**config.mk**
```make
export PLATFORM = sky130hd
export DESIGN_NAME = fma16_retire
export DESIGN_NICKNAME = d
export VERILOG_FILES = /design/src/rtl/fma16_pkg.sv /design/src/rtl/fma16_rbuf.sv /design/src/rtl/fma16_retire.sv
export SDC_FILE = /design/constraint.sdc
export NUM_CORES = 1
export LEC_CHECK = 0
export CORE_UTILIZATION = 55
export DETAILED_ROUTE_END_ITERATION = 7
export HOLD_SLACK_MARGIN = 0.08
export PLACE_DENSITY = 0.86
export SYNTH_ARGS = -nofsm -noshare
export SYNTH_HDL_FRONTEND = slang
export SYNTH_HIERARCHICAL = 1
export SYNTH_SLANG_ARGS = --single-unit
```
**constraint.sdc**
```tcl
create_clock -name clk -period 4.4 [get_ports clk]
set_input_delay 1.32 -clock clk [delete_from_list [all_inputs] [get_ports clk]]
set_output_delay 1.32 -clock clk [all_outputs]
set_load 0.05 [all_outputs]
```
**src/rtl/fma16_pkg.sv**
```systemverilog
// Shared types and helpers for the fma16 retire stage.
package fma16_pkg;

  // Exception flags in {NV,OF,UF,NX} order, matching the fma16 flag bus.
  typedef struct packed {
    logic nv;
    logic of;
    logic uf;
    logic nx;
  } flags_t;

  localparam int FLAG_NV = 3;
  localparam int FLAG_OF = 2;
  localparam int FLAG_UF = 1;
  localparam int FLAG_NX = 0;

  localparam logic [15:0] QNAN_CANON = 16'h7e00;

  // binary16 NaN: all-ones exponent with a non-zero fraction.
  function automatic logic is_nan16(input logic [15:0] v);
    return (v[14:10] == 5'h1f) && (v[9:0] != 10'h000);
  endfunction

endpackage

```
**src/rtl/fma16_rbuf.sv**
```systemverilog
// Generic DEPTH x W valid/ready FIFO. Output is taken straight from the head
// entry, and push_ready depends only on registered occupancy.
module fma16_rbuf #(
  parameter int DEPTH = 2,
  parameter int W     = 24
) (
  input  logic         clk,
  input  logic         reset,
  input  logic         push_valid,
  output logic         push_ready,
  input  logic [W-1:0] push_data,
  output logic         pop_valid,
  input  logic         pop_ready,
  output logic [W-1:0] pop_data
);

  localparam int PW = (DEPTH > 1) ? $clog2(DEPTH) : 1;
  localparam int CW = $clog2(DEPTH + 1);

  logic [W-1:0]  mem_q [DEPTH];
  logic [PW-1:0] wr_ptr_q, wr_ptr_d;
  logic [PW-1:0] rd_ptr_q, rd_ptr_d;
  logic [CW-1:0] count_q, count_d;
  logic          push, pop;

  assign push_ready = (count_q != CW'(DEPTH));
  assign pop_valid  = (count_q != '0);
  assign push       = push_valid & push_ready;
  assign pop        = pop_valid & pop_ready;
  assign pop_data   = mem_q[rd_ptr_q];

  // Pointer and occupancy next-state; DEPTH is a power of two so pointers wrap naturally.
  always_comb begin
    wr_ptr_d = wr_ptr_q;
    rd_ptr_d = rd_ptr_q;
    count_d  = count_q;
    if (push) wr_ptr_d = wr_ptr_q + PW'(1);
    if (pop)  rd_ptr_d = rd_ptr_q + PW'(1);
    case ({push, pop})
      2'b10:   count_d = count_q + CW'(1);
      2'b01:   count_d = count_q - CW'(1);
      default: count_d = count_q;
    endcase
  end

  // Pointer, occupancy and storage registers; reset clears every entry.
  always_ff @(posedge clk or negedge reset) begin
    if (!reset) begin
      wr_ptr_q <= '0;
      rd_ptr_q <= '0;
      count_q  <= '0;
      for (int i = 0; i < DEPTH; i++) mem_q[i] <= '0;
    end else begin
      wr_ptr_q <= wr_ptr_d;
      rd_ptr_q <= rd_ptr_d;
      count_q  <= count_d;
      if (push) mem_q[wr_ptr_q] <= push_data;
    end
  end

endmodule

```
**src/rtl/fma16_retire.sv**
```systemverilog
// Retire stage behind fma16: buffers results with flags and tag, keeps sticky
// fflags and a saturating retire counter.
// Build option FMA16_NAN_CANON_EN: replace any NaN result with the canonical
// quiet NaN when it is captured (flags are kept as given).
module fma16_retire
  import fma16_pkg::*;
#(
  parameter int DEPTH = 2,
  parameter int TAG_W = 4,
  parameter int CNT_W = 16
) (
  input  logic             clk,
  input  logic             reset,
  input  logic             in_valid,
  output logic             in_ready,
  input  logic [15:0]      in_result,
  input  logic [3:0]       in_flags,
  input  logic [TAG_W-1:0] in_tag,
  output logic             out_valid,
  input  logic             out_ready,
  output logic [15:0]      out_result,
  output logic [3:0]       out_flags,
  output logic [TAG_W-1:0] out_tag,
  input  logic             flags_clr,
  output logic [3:0]       fflags,
  output logic [CNT_W-1:0] retire_cnt
);

  localparam int W = 16 + 4 + TAG_W;

  logic [15:0]      res_store;
  logic [W-1:0]     head;
  logic             push, pop;
  flags_t           fflags_q, fflags_d;
  logic [CNT_W-1:0] retire_cnt_q, retire_cnt_d;

  assign push = in_valid & in_ready;
  assign pop  = out_valid & out_ready;

  // Result as it will be stored in the buffer.
`ifdef FMA16_NAN_CANON_EN
  assign res_store = is_nan16(in_result) ? QNAN_CANON : in_result;
`else
  assign res_store = in_result;
`endif

  fma16_rbuf #(.DEPTH(DEPTH), .W(W)) u_rbuf (
    .clk        (clk),
    .reset      (reset),
    .push_valid (in_valid),
    .push_ready (in_ready),
    .push_data  ({res_store, in_flags, in_tag}),
    .pop_valid  (out_valid),
    .pop_ready  (out_ready),
    .pop_data   (head)
  );

  assign out_result = head[W-1 -: 16];
  assign out_flags  = head[TAG_W +: 4];
  assign out_tag    = head[TAG_W-1:0];
  assign fflags     = fflags_q;
  assign retire_cnt = retire_cnt_q;

  // Sticky flags (clear wins over old value, a same-cycle push still lands) and saturating retire count.
  always_comb begin
    fflags_d     = fflags_q;
    retire_cnt_d = retire_cnt_q;
    if (flags_clr)  fflags_d = push ? flags_t'(in_flags) : flags_t'(4'b0000);
    else if (push)  fflags_d = fflags_q | flags_t'(in_flags);
    if (pop && (retire_cnt_q != '1)) retire_cnt_d = retire_cnt_q + CNT_W'(1);
  end

  // Sticky flag and counter registers.
  always_ff @(posedge clk or negedge reset) begin
    if (!reset) begin
      fflags_q     <= '0;
      retire_cnt_q <= '0;
    end else begin
      fflags_q     <= fflags_d;
      retire_cnt_q <= retire_cnt_d;
    end
  end

endmodule

```
==> impl_metrics.tcl <==
set metrics [dict create \
    status "finished clean" \
    synthesis.area_um2 3450 \
    grt_util_met3_pct 4.16 \
    p_leak_nw 1.88 \
    ant_nets 0 \
    avgRoutedWirePerCell_um 18.1 \
    r2r_end "u_rbuf/mem_q[24]" \
    syn_inst 231 \
    cts_tree "done" \
    rsz0062_at_grt "false" \
    slew_headroom_pct 40.5 \
    first_global_vias 2247 \
    die_area_um2 6590 \
    via_per_inst 5.49 \
    avgSynthCellArea_um2 14.9 \
    power_density_nw_per_um2 894 \
    min_period_over_period_pct 79.2 \
    crit_required_ns 3.08 \
    dr.pass1.iters 4 \
    gp_congestion 0.760 \
    routed_wl_mm 7.02 \
    fill_cells 377 \
    grt_pass1_wl_mm 11.4 \
    drive_above_1_share_pct 32.3 \
    arrival_ns 2.17 \
    antenna_cells 0 \
    ctsHoldBuffers 0 \
    fin_setup_tns_ns 0 \
    crit_type "flop to output port" \
    syn_to_final_growth_pct 27.5 \
    cts_root_buf "clkbuf_8" \
    io_pins 75 \
    r2r-start "u_rbuf/count_q[0]" \
    worstSkewPairLatency_ns 0.34 \
    die_x_um 81.2 \
    min_path_type "flop to flop" \
    maxSlewViolCount 0 \
    vias 2132 \
    setup_viol 0 \
    synth_warnings 6 \
    fmax_ghz 0.287 \
    grt.met2_usage_pct 38.4 \
    grt_usage_pct 23.8 \
    drc 0 \
    cp_slowest_cell "clkdlybuf4s50_1" \
    drtIter0Drc 96 \
    cts_buffer_depth 2 \
    cts.sinks 72 \
    start_util_pct 57.6 \
    hpwlAfterDp_mm 4.77 \
    core_um2 5990 \
    antenna_found_initial 0 \
    skew_ns 0.00474 \
    rr_worst_depth 3 \
    synth-seq-cells 72 \
    grt_use_met1_pct 31.1 \
    nets 339 \
    worstSetupEndpointType "output port" \
    post_cts_buffers 0 \
    regToRegSetupSlack_ns 2.50 \
    syn_nets 262 \
    endpoint "out_result[14]" \
    synth_cell_types 39 \
    path_clk_slew_ns 0.07 \
    synth-seq-area-share_pct 52.2 \
    crit_path_start_kind "flop" \
    cts-resized-gates 0 \
    crit_fanout 23 \
    crit_start "u_rbuf/rd_ptr_q" \
    hold_viol 0 \
    numCtsBuffers 9 \
    grt-busiest-layer "met2" \
    max-vdd-ir-drop_mv 0.671 \
    io_buffer_count 74 \
    grt_max_degree 73 \
    htreeDepth 3 \
    row_count 28 \
    max_stage_delay_ns 0.70 \
    holdWs_ns 0.493 \
    tightest_slew_ns 0.892 \
    min_period_ns 3.49 \
    chipHeight_um 81.2 \
    maxCapViolCount 0 \
    gr-total-overflow 0 \
    path_cells "buf_4 > mux2_2 > clkdlybuf4s50_1" \
]
cell usage in the layout (no fill, tap or decap), types with 2 or more instances in the layout:
| cell | instances |
|---|---|
| xor2_1 | 4 |
| or2_2 | 2 |
| clkbuf_8 | 10 |
| nor2_1 | 7 |
| clkdlybuf4s50_1 | 73 |
| o21ai_0 | 5 |
| nand3_2 | 2 |
| dfrtp_1 | 72 |
| ha_1 | 2 |
| buf_4 | 2 |
| nand4_1 | 4 |
| clkinvlp_4 | 2 |
| nand2_1 | 5 |
| mux2_2 | 32 |
| mux2_4 | 40 |
| mux2_1 | 2 |
| bufinv_16 | 2 |
| inv_1 | 5 |
| xnor2_1 | 13 |
| nand3_1 | 7 |
area by class of cell:
| type | instances | area, µm² | share of cell area [%] |
|---|---|---|---|
| Clock buffer | 11 | 141 | 3.22 |
| Clock inverter | 5 | 80.1 | 1.82 |
| Timing Repair Buffer | 75 | 746 | 17.0 |
| Sequential cell | 72 | 1800 | 41.0 |
| Inverter | 5 | 18.8 | 0.427 |
| Tap cell | 75 | 93.8 | 2.13 |
| Multi-Input combinational cell | 145 | 1520 | 34.5 |
stage by stage:
stage / cells / cell area, µm² / worst slack (ns) / total power (W) / util [%]
6_report: 388 / 4400 / 0.914 / 0.00393 / 73.4
2_1_floorplan: 231 / 3450 / 1.82 / 0.00279 / -
5_1_grt: 388 / 4400 / 0.822 / 0.00410 / 73.4
3_5_place_dp: 372 / 4180 / 1.14 / 0.00336 / 69.7
3_3_place_gp: 372 / 4180 / 1.20 / 0.00329 / 69.7
4_1_cts: 388 / 4400 / 0.885 / 0.00395 / 73.4
sequential cells by signal, indices dropped and copies added, names as in the netlist:
| register | count |
|---|---|
| u_rbuf/count_q | 2 |
| u_rbuf/rd_ptr_q | 1 |
| retire_cnt | 16 |
| u_rbuf/wr_ptr_q | 1 |
| u_rbuf/mem_q | 48 |
| fflags | 4 |
metal layers:
layer	wire, µm	vias to the layer above
met5	0	-
met4	146	0
met3	217	11
met2	3480	50
met1	3180	1090
li1	-	981
synthesized netlist by cell type, drive strengths merged:
master / instances / share of area (%)
a211oi: 1 / 0.22
a21o: 1 / 0.22
a31oi: 1 / 0.18
a41oi: 1 / 0.25
and2: 1 / 0.18
and3: 1 / 0.18
and3b: 1 / 0.25
and4: 1 / 0.25
buf: 8 / 3.3
clkbuf: 1 / 0.11
dfrtp: 72 / 52
ha: 2 / 0.73
inv: 5 / 0.54
mux2: 74 / 29
mux2i: 1 / 0.29
nand2: 5 / 0.54
nand2b: 1 / 0.40
nand3: 9 / 1.6
nand4: 6 / 1.7
nand4b: 1 / 0.25
nor2: 7 / 0.76
nor4: 1 / 0.18
nor4b: 1 / 0.44
o2111ai: 1 / 0.25
o211ai: 1 / 0.22
o21ai: 5 / 0.73
or2: 2 / 0.36
or3: 2 / 0.51
or4: 1 / 0.33
xnor2: 13 / 3.3
xor2: 4 / 1.0
worst max-delay path, delay by kind of cell (launching register included):
family                 cells  cell delay (ns)
buffers and inverters      2             1.03
flip-flops                 1             0.40
multiplexers               1             0.39
how the worst min path moves through the flow:
| stage | startpoint | endpoint | slack, ns | depth (start not counted) |
|---|---|---|---|---|
| detailed placement | u_rbuf/wr_ptr_q | u_rbuf/wr_ptr_q | 0.49 | 1 |
| CTS | u_rbuf/wr_ptr_q | u_rbuf/wr_ptr_q | 0.50 | 1 |
| finish | u_rbuf/wr_ptr_q | u_rbuf/wr_ptr_q | 0.49 | 1 |
| global placement | u_rbuf/wr_ptr_q | u_rbuf/wr_ptr_q | 0.47 | 1 |
| floorplan | u_rbuf/wr_ptr_q | u_rbuf/wr_ptr_q | 0.45 | 1 |
| global route | u_rbuf/mem_q[32] | u_rbuf/mem_q[32] | 0.53 | 1 |
power breakdown:
| part | internal, W | leakage [nW] | switching [W] | total (W) |
|---|---|---|---|---|
| Sequential | 0.000949 | 0.875 | 0.000209 | 0.00116 |
| Combinational | 0.000978 | 0.902 | 0.00121 | 0.00219 |
| Clock | 0.000334 | 0.106 | 0.000244 | 0.000578 |
kinds of logic after synthesis:
logic type / after synthesis / share of synthesized area, %
multiplexers: 75 / 28.8
XOR/XNOR: 17 / 4.32
AO/OA/AOI/OAI: 11 / 2.07
AND/OR/NAND/NOR: 40 / 7.94
flip-flops: 72 / 52.2
adder cells (fa/ha/maj): 2 / 0.725
buffers and inverters: 14 / 3.92
(Power assumes the default switching activity.)
